File: config.mk
export PLATFORM = sky130hd
export DESIGN_NAME = d2of5_decoder
export DESIGN_NICKNAME = d
export VERILOG_FILES = /design/src/rtl/d2of5_decoder.sv
export SDC_FILE = /design/constraint.sdc
export NUM_CORES = 1
export LEC_CHECK = 0
export CORE_MARGIN = 2
export CORE_UTILIZATION = 45
export DETAILED_ROUTE_END_ITERATION = 10
export GPL_TIMING_DRIVEN = 0
export MAX_ROUTING_LAYER = met4
export PLACE_DENSITY = 0.72
export SLEW_MARGIN = 5
export SYNTH_ARGS = -nofsm -noshare
export SYNTH_HDL_FRONTEND = slang
export SYNTH_SLANG_ARGS = --single-unit
File: constraint.sdc
create_clock -name clk -period 1.95 [get_ports clk]
set_input_delay 0.585 -clock clk [delete_from_list [all_inputs] [get_ports clk]]
set_output_delay 0.585 -clock clk [all_outputs]
set_load 0.01 [all_outputs]
File: src/rtl/d2of5_decoder.sv
// 2-of-5 to BCD decoder with registered outputs and a saturating invalid-word counter.
// Decode is combinational; results and counter update on the accepting clock edge.
module d2of5_decoder #(
  parameter int unsigned ERR_CNT_W = 8
) (
  input  logic                 clk,
  input  logic                 rst_n,
  input  logic                 in_valid,
  input  logic [4:0]           d2_5,
  input  logic                 clr_cnt,
  output logic                 out_valid,
  output logic [3:0]           dout,
  output logic                 err,
  output logic [ERR_CNT_W-1:0] err_cnt
);

  localparam logic [ERR_CNT_W-1:0] CNT_MAX = '1;
  localparam logic [3:0]           DOUT_BAD = 4'hF;

  logic [2:0] ones_c;
  logic [3:0] sum_c;
  logic       legal_c;
  logic [3:0] digit_c;

  // Weighted sum 7-4-2-1-0; the 7+4 pattern is the encoding of digit zero.
  always_comb begin
    ones_c  = 3'(d2_5[0]) + 3'(d2_5[1]) + 3'(d2_5[2]) + 3'(d2_5[3]) + 3'(d2_5[4]);
    sum_c   = (d2_5[4] ? 4'd7 : 4'd0) + (d2_5[3] ? 4'd4 : 4'd0)
            + (d2_5[2] ? 4'd2 : 4'd0) + (d2_5[1] ? 4'd1 : 4'd0);
    legal_c = (ones_c == 3'd2);
    digit_c = DOUT_BAD;
    if (legal_c) begin
      digit_c = (sum_c == 4'd11) ? 4'd0 : sum_c;
    end
  end

  // Output word register; dout/err hold when nothing is accepted.
  always_ff @(posedge clk or negedge rst_n) begin
    if (!rst_n) begin
      out_valid <= 1'b0;
      dout      <= 4'h0;
      err       <= 1'b0;
    end else begin
      out_valid <= in_valid;
      if (in_valid) begin
        dout <= digit_c;
        err  <= ~legal_c;
      end
    end
  end

  // Clear wins over a same-cycle increment; count sticks at all-ones.
  always_ff @(posedge clk or negedge rst_n) begin
    if (!rst_n) begin
      err_cnt <= '0;
    end else if (clr_cnt) begin
      err_cnt <= '0;
    end else if (in_valid && !legal_c && (err_cnt != CNT_MAX)) begin
      err_cnt <= err_cnt + ERR_CNT_W'(1);
    end
  end

endmodule

Word-level counts from Yosys, hierarchy flattened --
Cells that the tools add are included.
Word-level totals: register bits after elaboration 14, latch bits 0, memory bits (writable) 0, bits in read-only memories 0, input port bits 9, output and inout port bits 14, logic and storage cells 28, memories kept 0
Cells by class: $add $sub $neg 8, multiply operators 0, div/mod/pow operators 0, $lt $le $gt $ge 0, eq/ne operators 3, shift operators 0, multiplexer cells 8, bitwise logic cells 1, reductions and logical operators 4
Operators by type and width (count):
- $mux 8 | 2
- $add 8x1->8 const B | 1
- $mux 4 | 2
- $ne 8x8->1 const B | 1
- $add 3x1->3 | 2
- $mux 3 | 2
- $add 3x3->4 | 1
- $add 4x1->4 | 1
- $add 4x2->4 | 1
- $eq 4x4->1 const B | 1
- $add 2x1->3 | 1
- $eq 3x2->1 const B | 1
- $add 1x1->2 | 1
- $logic_and 1x1->1 | 2
- $mux 2 | 1
- $reduce_bool 2->1 | 1
- $logic_not 1->1 | 1
- $mux 1 | 1
- $not 1->1 | 1

Logic depth before layout (Yosys ltp) --
depth in word-level cells 10, gate-level depth with buffers 10, gate-level depth less buffers 9

Least setup slack after synthesis --
OpenSTA, ideal clock, no wires.
path type input port to flip-flop, from in d2_5[0], to reg err_cnt[1], library setup time 128 ps, arrival time 2669 ps, data required time 1822 ps, setup slack -848 ps, stages on the path 10, path buffers 1, path through inv_1 -> fa_1 -> inv_1 -> fa_1 -> ha_1 -> or3b_1 -> o211ai_2 -> buf_6 -> mux2i_1 -> nor2_1
Between the ends: cells in the longest elaborated chain, start to end 9
Ends and longest elaborated chain:
- from (decl) | RTL line 9 | input logic [4:0] d2_5,
- $add 1x1->2 | RTL line 27 | ones_c = 3'(d2_5[0]) + 3'(d2_5[1]) + 3'(d2_5[2]) + 3'(d2_5[3]) + 3'(d2_5[4]);
- $add 2x1->3 | RTL line 27
- $add 3x1->3 (2 in a row) | RTL line 27
- $eq 3x2->1 | RTL line 30 | legal_c = (ones_c == 3'd2);
- $logic_not 1->1 | RTL line 58 | end else if (in_valid && !legal_c && (err_cnt != CNT_MAX)) begin
- $logic_and 1x1->1 (2 in a row) | RTL line 58
- $reduce_bool 2->1 (no line)
- to (signal assigned) | RTL line 59 | err_cnt <= err_cnt + ERR_CNT_W'(1);
- to (decl) | RTL line 14 | output logic [ERR_CNT_W-1:0] err_cnt
Every way passes these cells. A chain may end at the register's enable or synchronous reset.

Worst setup path after layout --
from in d2_5[3], to reg err_cnt[1]
Between the ends: cells in the longest elaborated chain, start to end 7
Ends and longest elaborated chain (RTL line):
- $add 3x1->3 (2 in a row) | 27
- $eq 3x2->1 | 30
- $logic_not 1->1 | 58
- $logic_and 1x1->1 (2 in a row) | 58
- $reduce_bool 2->1 (no line)
Every way passes these cells.

==> impl_metrics.env <==
export IMPL_power_ir_vdd_worst_v=0.0004221
export IMPL_cp_cell_instances="buf_8 -> inv_4 -> fa_1 -> inv_2 -> fa_2 -> ha_4 -> or3b_4 -> o211ai_4 -> buf_6 -> mux2i_1 -> nor2_1"
export IMPL_timing_hold_worst_endpoint="err$_DFFE_PN0P_"
export IMPL_route_final_wire_length_um=1664
export IMPL_die_h_um=47
export IMPL_setup_tns_ps=-6640
export IMPL_antenna_found_initial=0
export IMPL_timing_final_crit_share_pct=135.6
export IMPL_grtUsageTotal_pct=18.28
export IMPL_io_pins=23
export IMPL_crit_path_top_delay_cell="sky130_fd_sc_hd__fa_1"
export IMPL_wl_per_cell_um=12.42
export IMPL_drc=0
export IMPL_asyncSetResetFlopFracSynth_pct=100.0
export IMPL_failed_checks="setup timing"
export IMPL_cts_tree="built"
export IMPL_routed_vias_inst=5.254
export IMPL_ys_warnings_count=0
export IMPL_synthMostInstantiatedCell="sky130_fd_sc_hd__dfrtp_1"
export IMPL_grt_remaining_overflow=0
export IMPL_antenna_left=0
export IMPL_place_gp_congestion=0.8074
export IMPL_total_power_mw=0.7374
export IMPL_p_per_area_mw_per_mm2=615.9
export IMPL_htree_num_levels=1
export IMPL_r2r_start="err_cnt[0]$_DFFE_PN0P_"
export IMPL_yosys_top_cells_count="14 x sky130_fd_sc_hd__dfrtp_1, 7 x sky130_fd_sc_hd__a21oi_1, 7 x sky130_fd_sc_hd__inv_1, 7 x sky130_fd_sc_hd__nor2_1, 5 x sky130_fd_sc_hd__ha_1"
export IMPL_area_growth_syn_to_layout_pct=43.91
export IMPL_worst_slew_pin_transition_ps=642.3
export IMPL_status="finished, violations left"
export IMPL_finalHoldViolCount=0
export IMPL_dp_cells=127
export IMPL_synth_nets=98
export IMPL_synth_yosys_seq_area_share_pct=42.11
export IMPL_timing_hold_worst_path_depth=1
export IMPL_firstDrtPassIters=3
export IMPL_timing_clock_skew_ps=4.129
export IMPL_cts_sink_count=14
export IMPL_critical_path_startpoint_type="input port"
export IMPL_layout_cells_non_filler=134
export IMPL_critical_path_max_stage_delay_ps=540
export IMPL_worst_skew_pair_late_latency_ps=270
export IMPL_worstPathArrival_ps=2790
export IMPL_r2r_worst_path_cells=6
export IMPL_worst_r2r_endpoint="err_cnt[3]$_DFFE_PN0P_"
export IMPL_core_area_sq_mm=0.001727
export IMPL_synth_enable_flop_cells=0
export IMPL_synth_seq_cells=14
export IMPL_yosys_cell_types_count=35
export IMPL_setup_violations=13
export IMPL_final_min_clock_period_ps=2643
export IMPL_dp_hpwl_um=1296
export IMPL_internal_reg_to_reg_setup_slack_ps=330
export IMPL_unrepaired_setup_endpoints_after_global_routing="yes"
export IMPL_width_of_the_die_um=47
export IMPL_starting_density_of_the_core_pct=48.19
export IMPL_setup_slack_ps=-693.4
export IMPL_max_slew_margin_rel_pct=57.05
export IMPL_dominantRegCellSynth="sky130_fd_sc_hd__dfrtp_1"
export IMPL_clock_path_buffers=2
export IMPL_worstPathBufferInverterCount=4
export IMPL_detailedRoute_firstIterationViolations=10
export IMPL_crit_path_end_kind="register"
export IMPL_clkSlewWorstSetupHoldPaths_ps=80
export IMPL_p_leak_nw=0.4916
export IMPL_max_clock_freq_ghz=0.3783
export IMPL_cp_max_fo=5
export IMPL_synth_top_area_cell="sky130_fd_sc_hd__dfrtp_1"
export IMPL_synthCells=81
export IMPL_hold_path_class="register to register"
export IMPL_std_cell_rows=15
export IMPL_total_die_area_sq_mm=0.002209
export IMPL_global_route_wire_length_before_repair_um=2663
export IMPL_cts_root_buf="sky130_fd_sc_hd__clkbuf_4"
export IMPL_worst_setup_path_type="input port to register"
export IMPL_hp_start="err$_DFFE_PN0P_"
export IMPL_launching_instance_or_port_of_the_critical_path="d2_5[3]"
export IMPL_post_route_cells_drive_above_1_share_pct=26.61
export IMPL_antenna_cells_inserted=0
export IMPL_vias=704
export IMPL_drv_cap=0
export IMPL_tritoncts_num_buffers=3
export IMPL_synth_cell_area_sq_um=832.0
export IMPL_first_global_vias=632
export IMPL_n_fill_cell=143
export IMPL_yosysTopAreaCellShare_pct=42.11
export IMPL_pin_count_of_the_biggest_net_entering_global_routing=15
export IMPL_critical_path_top_delay_family="adder cells"
export IMPL_synth_top_cells_by_area="sky130_fd_sc_hd__dfrtp_1 42%, sky130_fd_sc_hd__ha_1 7.5%, sky130_fd_sc_hd__fa_1 7.2%, sky130_fd_sc_hd__a21oi_1 4.2%, sky130_fd_sc_hd__inv_1 3.2%"
export IMPL_drv_slew=0
export IMPL_worst_endpoint_required_ps=2100
export IMPL_postSynthAreaPerCell_sq_um=10.27
export IMPL_io_buffer_count=21
export IMPL_nNetsFinal=128
-- logic make-up (layout without fill, tap and decap cells) --
family / count (synthesis) / count (layout) / share of synthesized area (%)
compound gates: 20 / 20 / 15.79
xor+xnor: 2 / 2 / 2.106
buf+inv: 10 / 38 / 5.563
simple gates: 26 / 26 / 18.50
flops: 14 / 14 / 42.11
mux: 1 / 1 / 1.203
fa+ha+maj: 8 / 8 / 14.74
-- per-layer routing --
layer	global-route usage [%]	share of wire, %
met4	10.56	1.4
met1	21.20	44
met5	-	0
met3	4.615	3.3
met2	28.49	51
-- through the flow --
step	instance area (sq um)	setup slack, ps	hold WS [ps]	util, %
final	1197	-693.4	485.1	69.35
after global placement	1109	-1478	465.9	64.20
after floorplan	867.1	-784.1	289.4	-
after CTS	1171	-747.9	491.7	67.83
after detailed placement	1109	-1514	473.3	64.20
after global routing	1197	-754.0	518.6	69.35
-- timing repair --
action	in CTS	in global routing
cloned	1	0
setup endpoints to repair	13	13
buffers inserted	2	1
hold buffers	0	0
gates resized for setup	24	5
pin swaps	6	3
-- worst max path at each step --
stage                     cells after the start  slack [ps]                endpoint
final                                        11        -690  err_cnt[1]$_DFFE_PN0P_
after global routing                         11        -750  err_cnt[1]$_DFFE_PN0P_
after CTS                                    11        -750  err_cnt[1]$_DFFE_PN0P_
after global placement                       11       -1480  err_cnt[1]$_DFFE_PN0P_
after floorplan                              10        -780  err_cnt[1]$_DFFE_PN0P_
after detailed placement                     11       -1510  err_cnt[1]$_DFFE_PN0P_
-- flip-flops by register name, indices dropped and copies added (netlist names) --
name	cells
err_cnt	8
dout	4
err	1
out_valid	1
-- placed cells by master, fill, tap and decap left out, types with 3 or more instances in the layout --
| cell type | synthesis | layout |
|---|---|---|
| sky130_fd_sc_hd__clkbuf_4 | 0 | 3 |
| sky130_fd_sc_hd__dfrtp_1 | 14 | 14 |
| sky130_fd_sc_hd__ha_1 | 5 | 4 |
| sky130_fd_sc_hd__nand3_1 | 3 | 3 |
| sky130_fd_sc_hd__clkdlybuf4s50_1 | 0 | 17 |
| sky130_fd_sc_hd__inv_1 | 7 | 4 |
| sky130_fd_sc_hd__nor2_1 | 7 | 6 |
| sky130_fd_sc_hd__nand2_1 | 3 | 3 |
| sky130_fd_sc_hd__a21oi_1 | 7 | 5 |
| sky130_fd_sc_hd__buf_4 | 0 | 4 |
-- power by group --
group	switching [mW]	total, mW	internal (mW)
Clock	0.0884	0.160	0.0714
Combinational	0.109	0.245	0.136
Sequential	0.0180	0.332	0.314
-- area by class of cell --
class | instances | area (sq um) | share of cell area (%)
clock buffer | 3 | 22.52 | 1.881
sequential | 14 | 350.3 | 29.26
inverter | 7 | 36.28 | 3.030
multi-input combinational | 57 | 493.0 | 41.17
timing repair buffer | 25 | 244.0 | 20.38
tap | 25 | 31.28 | 2.612
buffer | 3 | 20.02 | 1.672
(Power assumes the default switching activity.)
